## src/rtl/frame_ram_arbiter.sv

```systemverilog
// Arbitrates the single-port image RAM between the VGA fetch path and the decryptor.
// Define ARB_STATS_EN to add the grant/stall statistics counters.
module frame_ram_arbiter #(
    parameter int ADDR_W     = 16,
    parameter int DATA_W     = 8,
    parameter int DEPTH      = 10000,
    parameter int STARVE_MAX = 8
) (
    input  logic              clk_25Mhz,
    input  logic              rst,
    input  logic              vga_req,
    input  logic [ADDR_W-1:0] vga_addr,
    output logic              vga_gnt,
    output logic              vga_valid,
    output logic [DATA_W-1:0] vga_data,
    input  logic              dec_req,
    input  logic              dec_we,
    input  logic [ADDR_W-1:0] dec_addr,
    input  logic [DATA_W-1:0] dec_wdata,
    output logic              dec_gnt,
    output logic              dec_rvalid,
    output logic [DATA_W-1:0] dec_rdata,
    output logic              dec_err,
`ifdef ARB_STATS_EN
    input  logic              stat_clr,
    output logic [15:0]       stat_vga_cnt,
    output logic [15:0]       stat_dec_cnt,
    output logic [15:0]       stat_stall_cnt,
`endif
    output logic [ADDR_W-1:0] ram_addr,
    output logic              ram_we,
    output logic [DATA_W-1:0] ram_wdata,
    input  logic [DATA_W-1:0] ram_rdata
);

    localparam int SC_W = $clog2(STARVE_MAX + 1);
    localparam logic [ADDR_W-1:0] DEPTH_A = ADDR_W'(DEPTH);
    localparam logic [SC_W-1:0]   SC_MAX  = SC_W'(STARVE_MAX);

    typedef enum logic [1:0] {IDLE, VGA_RD, DEC_RD} own_t;

    own_t              own_q, own_d;
    logic              oor_q;
    logic [SC_W-1:0]   starve_cnt;
    logic [ADDR_W-1:0] addr_q;
    logic              vga_in_range, dec_in_range, sel_in_range;

    assign vga_in_range = vga_addr < DEPTH_A;
    assign dec_in_range = dec_addr < DEPTH_A;
    assign sel_in_range = vga_gnt ? vga_in_range : dec_in_range;

    // Grants are suppressed during reset so nothing reaches the RAM.
    always_comb begin
        vga_gnt = 1'b0;
        dec_gnt = 1'b0;
        if (!rst) begin
            if (dec_req && (!vga_req || starve_cnt == SC_MAX))
                dec_gnt = 1'b1;
            else if (vga_req)
                vga_gnt = 1'b1;
        end
    end

    always_comb begin
        ram_addr  = addr_q;
        ram_we    = 1'b0;
        ram_wdata = rst ? '0 : dec_wdata;
        if (rst)
            ram_addr = '0;
        else if (vga_gnt)
            ram_addr = vga_addr;
        else if (dec_gnt) begin
            ram_addr = dec_addr;
            ram_we   = dec_we && dec_in_range;
        end
    end

    always_comb begin
        own_d = IDLE;
        if (vga_gnt)
            own_d = VGA_RD;
        else if (dec_gnt && !dec_we)
            own_d = DEC_RD;
    end

    always_ff @(posedge clk_25Mhz) begin
        if (rst) begin
            own_q      <= IDLE;
            oor_q      <= 1'b0;
            addr_q     <= '0;
            starve_cnt <= '0;
            dec_err    <= 1'b0;
        end else begin
            own_q   <= own_d;
            oor_q   <= !sel_in_range;
            dec_err <= dec_gnt && !dec_in_range;
            if (vga_gnt || dec_gnt)
                addr_q <= ram_addr;
            if (!dec_req || dec_gnt)
                starve_cnt <= '0;
            else if (starve_cnt != SC_MAX)
                starve_cnt <= starve_cnt + 1'b1;
        end
    end

    // Second return stage: capture RAM data for the owner recorded one cycle earlier.
    always_ff @(posedge clk_25Mhz) begin
        if (rst) begin
            vga_valid  <= 1'b0;
            dec_rvalid <= 1'b0;
            vga_data   <= '0;
            dec_rdata  <= '0;
        end else begin
            vga_valid  <= own_q == VGA_RD;
            dec_rvalid <= own_q == DEC_RD;
            if (own_q == VGA_RD)
                vga_data <= oor_q ? '0 : ram_rdata;
            if (own_q == DEC_RD)
                dec_rdata <= oor_q ? '0 : ram_rdata;
        end
    end

`ifdef ARB_STATS_EN
    always_ff @(posedge clk_25Mhz) begin
        if (rst || stat_clr) begin
            stat_vga_cnt   <= '0;
            stat_dec_cnt   <= '0;
            stat_stall_cnt <= '0;
        end else begin
            if (vga_gnt && stat_vga_cnt != 16'hFFFF)
                stat_vga_cnt <= stat_vga_cnt + 16'd1;
            if (dec_gnt && stat_dec_cnt != 16'hFFFF)
                stat_dec_cnt <= stat_dec_cnt + 16'd1;
            if (dec_req && !dec_gnt && stat_stall_cnt != 16'hFFFF)
                stat_stall_cnt <= stat_stall_cnt + 16'd1;
        end
    end
`endif

endmodule
```

## config.mk

```make
export PLATFORM = sky130hd
export DESIGN_NAME = frame_ram_arbiter
export DESIGN_NICKNAME = d
export VERILOG_FILES = /design/src/rtl/frame_ram_arbiter.sv
export SDC_FILE = /design/constraint.sdc
export NUM_CORES = 1
export LEC_CHECK = 0
export ABC_CLOCK_PERIOD_IN_PS = 4500
export BUFFER_PORTS_ARGS = -buffer_cell sky130_fd_sc_hd__buf_4
export CORE_MARGIN = 5
export CORE_UTILIZATION = 49
export DETAILED_ROUTE_END_ITERATION = 8
export MAX_ROUTING_LAYER = met4
export PLACE_DENSITY = 0.89
export SETUP_SLACK_MARGIN = 0.1
export SLEW_MARGIN = 20
export SYNTH_ARGS = -nofsm -noshare
export SYNTH_HDL_FRONTEND = slang
export SYNTH_SLANG_ARGS = --single-unit
```

## constraint.sdc

```tcl
create_clock -name clk_25Mhz -period 4.5 [get_ports clk_25Mhz]
set_input_delay 0.9 -clock clk_25Mhz [delete_from_list [all_inputs] [get_ports clk_25Mhz]]
set_output_delay 0.9 -clock clk_25Mhz [all_outputs]
set_load 0.1 [all_outputs]
```

==> out/qor.txt <==
Cell taking the most area after synthesis: dfxtp_1
Number of fill cells: 337
Power density over the cells: 329 mW/mm^2
Fin Hold WS: 0.460 ns
Inst Count DP: 348
Share of cells above drive strength 1: 0.379
Core area: 0.00400 sq mm
Pin count of the biggest net entering global routing: 34
Share of the synthesized area in the top cell type: 0.419
Skew final: 0.00779 ns
Final Instance Count excl. Fillers: 356
Final hold vios: 0
Starting DRT DRC Count: 103
Met2 usage: 0.326
Overflow after GRT: 0
Initial core utilization: 0.502
Worst Setup End Kind: output pin
Syn_nets: 269
RD Place Congestion: 0.852
Clock Sinks: 42
Busiest grt layer: met2
Power share of the clock group: 0.262
Antenna viol nets, final: 0
Die height: 74 microns
Setup TNS: 0 ns
Clock slew at reported path FFs: 0.08 ns
Post-CTS Setup Bufs: 0
Std-Cell Rows: 23
Layout Nets: 360
Async SR Flop Fraction: 0
Top-count cell post-synth: dfxtp_1
Pre-CTS WS: 1.24 ns
Post-synth EDFFs: 0
Sequential share of power: 0.429
GRT Total Usage: 0.189
DR pass1 iterations: 4
IO Pins: 99
Arrival @ worst endpoint: 2.37 ns
Synth-to-Final Area Change: 39.3%
Seq cells post-synth: 42
Switch share: 0.371
Leak: 1.18 nW
Slew headroom: 0.515
Dominant cells by area after synthesis: dfxtp_1 (42%), o2bb2ai_1 (14%), mux2i_1 (8.0%), nor2b_1 (6.2%), nand2_1 (6.2%)
CP Class: in -> out
Number of max-cap violations: 0
Setup-failing EPs final: 0
Critical path required time: 3.60 ns
Register area: 841 sq um
Int Pwr: 0.579 mW
Worst-skew pair later-pin latency: 0.29 ns
Routed WL per cell: 13.8 microns
Synth cell types: 33
Die W: 74 microns
Drt total wl: 4.90 mm
Status: finished, final reports clean
Max Clk Rate: 306 MHz
Post-synth top cells: dfxtp_1 (42), nand2_1 (33), o2bb2ai_1 (31), nor2b_1 (20), a21oi_1 (17)
Type of origin of the critical path: primary input
CTS Buffer Depth: 2
GRT met1 Usage: 0.210
Slew at the pin with the worst max-slew slack: 0.725 ns
VDD IR max: 223 uV
Net Switching: 0.341 mW
DR DRC count: 0
Most common flop cell mapped by yosys: dfxtp_1
Diodes inserted: 0
PortBufs: 98
Resized Gates After CTS: 0
Root Driver: clkbuf_8
Final core utilization: 0.699
Warnings from Yosys: 0
CTS tree: yes
DR vias: 1869
Seq/Total Area, Yosys: 0.419
Post-Syn Area: 0.00201 sq mm
CTS Hold Bufs: 0
Mapped Cells: 214
Critical path peak fanout: 33
Num CTS Buffers: 5
Number of global-route vias before repair: 1833
Gate power share: 0.308
Die Footprint: 0.00548 sq mm
Avg Synthesized Cell Area: 9.38 sq um
First-pass GRT wire length: 7.89 mm
Vias/cell: 5.25
Multi-input logic area: 0.00104 sq mm
Final setup margin: 1.23 ns
Final HPWL DP: 3.86 mm
Share of the cycle needed by the critical path after routing: 0.727
Met3 Resource Use GR: 0.0554
Slew Viols, Final: 0
Min-delay worst type: reg -> reg
Initial antenna violation count: 0
Clock period minus worst slack: 3.27 ns
H-tree depth: 2
RSZ-0062 raised after global routing: false
-- sequential cells by signal, summed over array words and instances, names as in the netlist --
signal,cells
addr_q,16
dec_rdata,8
vga_data,8
starve_cnt,4
own_q,2
dec_err,1
dec_rvalid,1
oor_q,1
vga_valid,1
-- metrics by stage --
stage          power, mW  area, sq um
6_report           0.921         2800
5_1_grt            0.956         2800
4_1_cts            0.929         2800
3_5_place_dp       0.689         2710
3_3_place_gp       0.685         2710
2_1_floorplan      0.613         2010
-- critical path, stage by stage --
cell and delay, ns:
buf_4 0.20, nand2b_4 0.19, nor2_4 0.56, o2bb2ai_1 0.19, buf_4 0.31
-- worst paths after layout --
| path | from | end | slack [ns] | cells past startpoint |
|---|---|---|---|---|
| worst max-delay path | rst | ram_addr[13] | 1.23 | 5 |
| worst max register to register | starve_cnt[0] | addr_q[0] | 2.74 | 5 |
| worst min-delay path | vga_data[7] | vga_data[7] | 0.46 | 2 |
| worst min register to register | vga_data[7] | vga_data[7] | 0.46 | 2 |
-- power groups by stage --
stage	sequential (mW)	clock (mW)	combinational, mW
after global placement	0.404	0	0.282
after CTS	0.396	0.248	0.285
after detailed placement	0.404	0	0.285
after global routing	0.398	0.260	0.299
final	0.395	0.241	0.284
after floorplan	0.436	0	0.177
-- placed cells by master (no fill, tap or decap), types with 3 or more instances in the layout --
cell	instances
a21oi_1	17
buf_4	99
clkbuf_8	5
dfxtp_1	42
inv_1	3
mux2i_1	16
nand2_1	33
nand3_1	3
nor2_1	7
nor2b_1	20
nor4_1	3
o2bb2ai_1	31
-- per-layer routing --
metal,part of all wire,vias up,wire length [microns]
li1,-,936,-
met1,0.39,850,1910
met2,0.49,76,2410
met3,0.10,7,514
met4,0.014,0,70
met5,0,-,0
-- layout make-up --
class | count | share of cell area
timing repair buffer | 99 | 0.266
tap | 50 | 0.0224
clock buffer | 5 | 0.0246
multi-input combinational | 153 | 0.374
inverter | 4 | 0.00537
sequential | 42 | 0.301
clock inverter | 3 | 0.00761
-- cells by family after synthesis --
| group | count (synthesis) | share of synthesized area |
|---|---|---|
| XOR/XNOR | 1 | 0.00436 |
| multiplexers | 16 | 0.0798 |
| flip-flops | 42 | 0.419 |
| AND/OR/NAND/NOR | 79 | 0.206 |
| adder cells (fa/ha/maj) | 2 | 0.0125 |
| buffers and inverters | 19 | 0.0605 |
| AO/OA/AOI/OAI | 55 | 0.218 |
No activity file was read; power rests on OpenSTA's default activity.
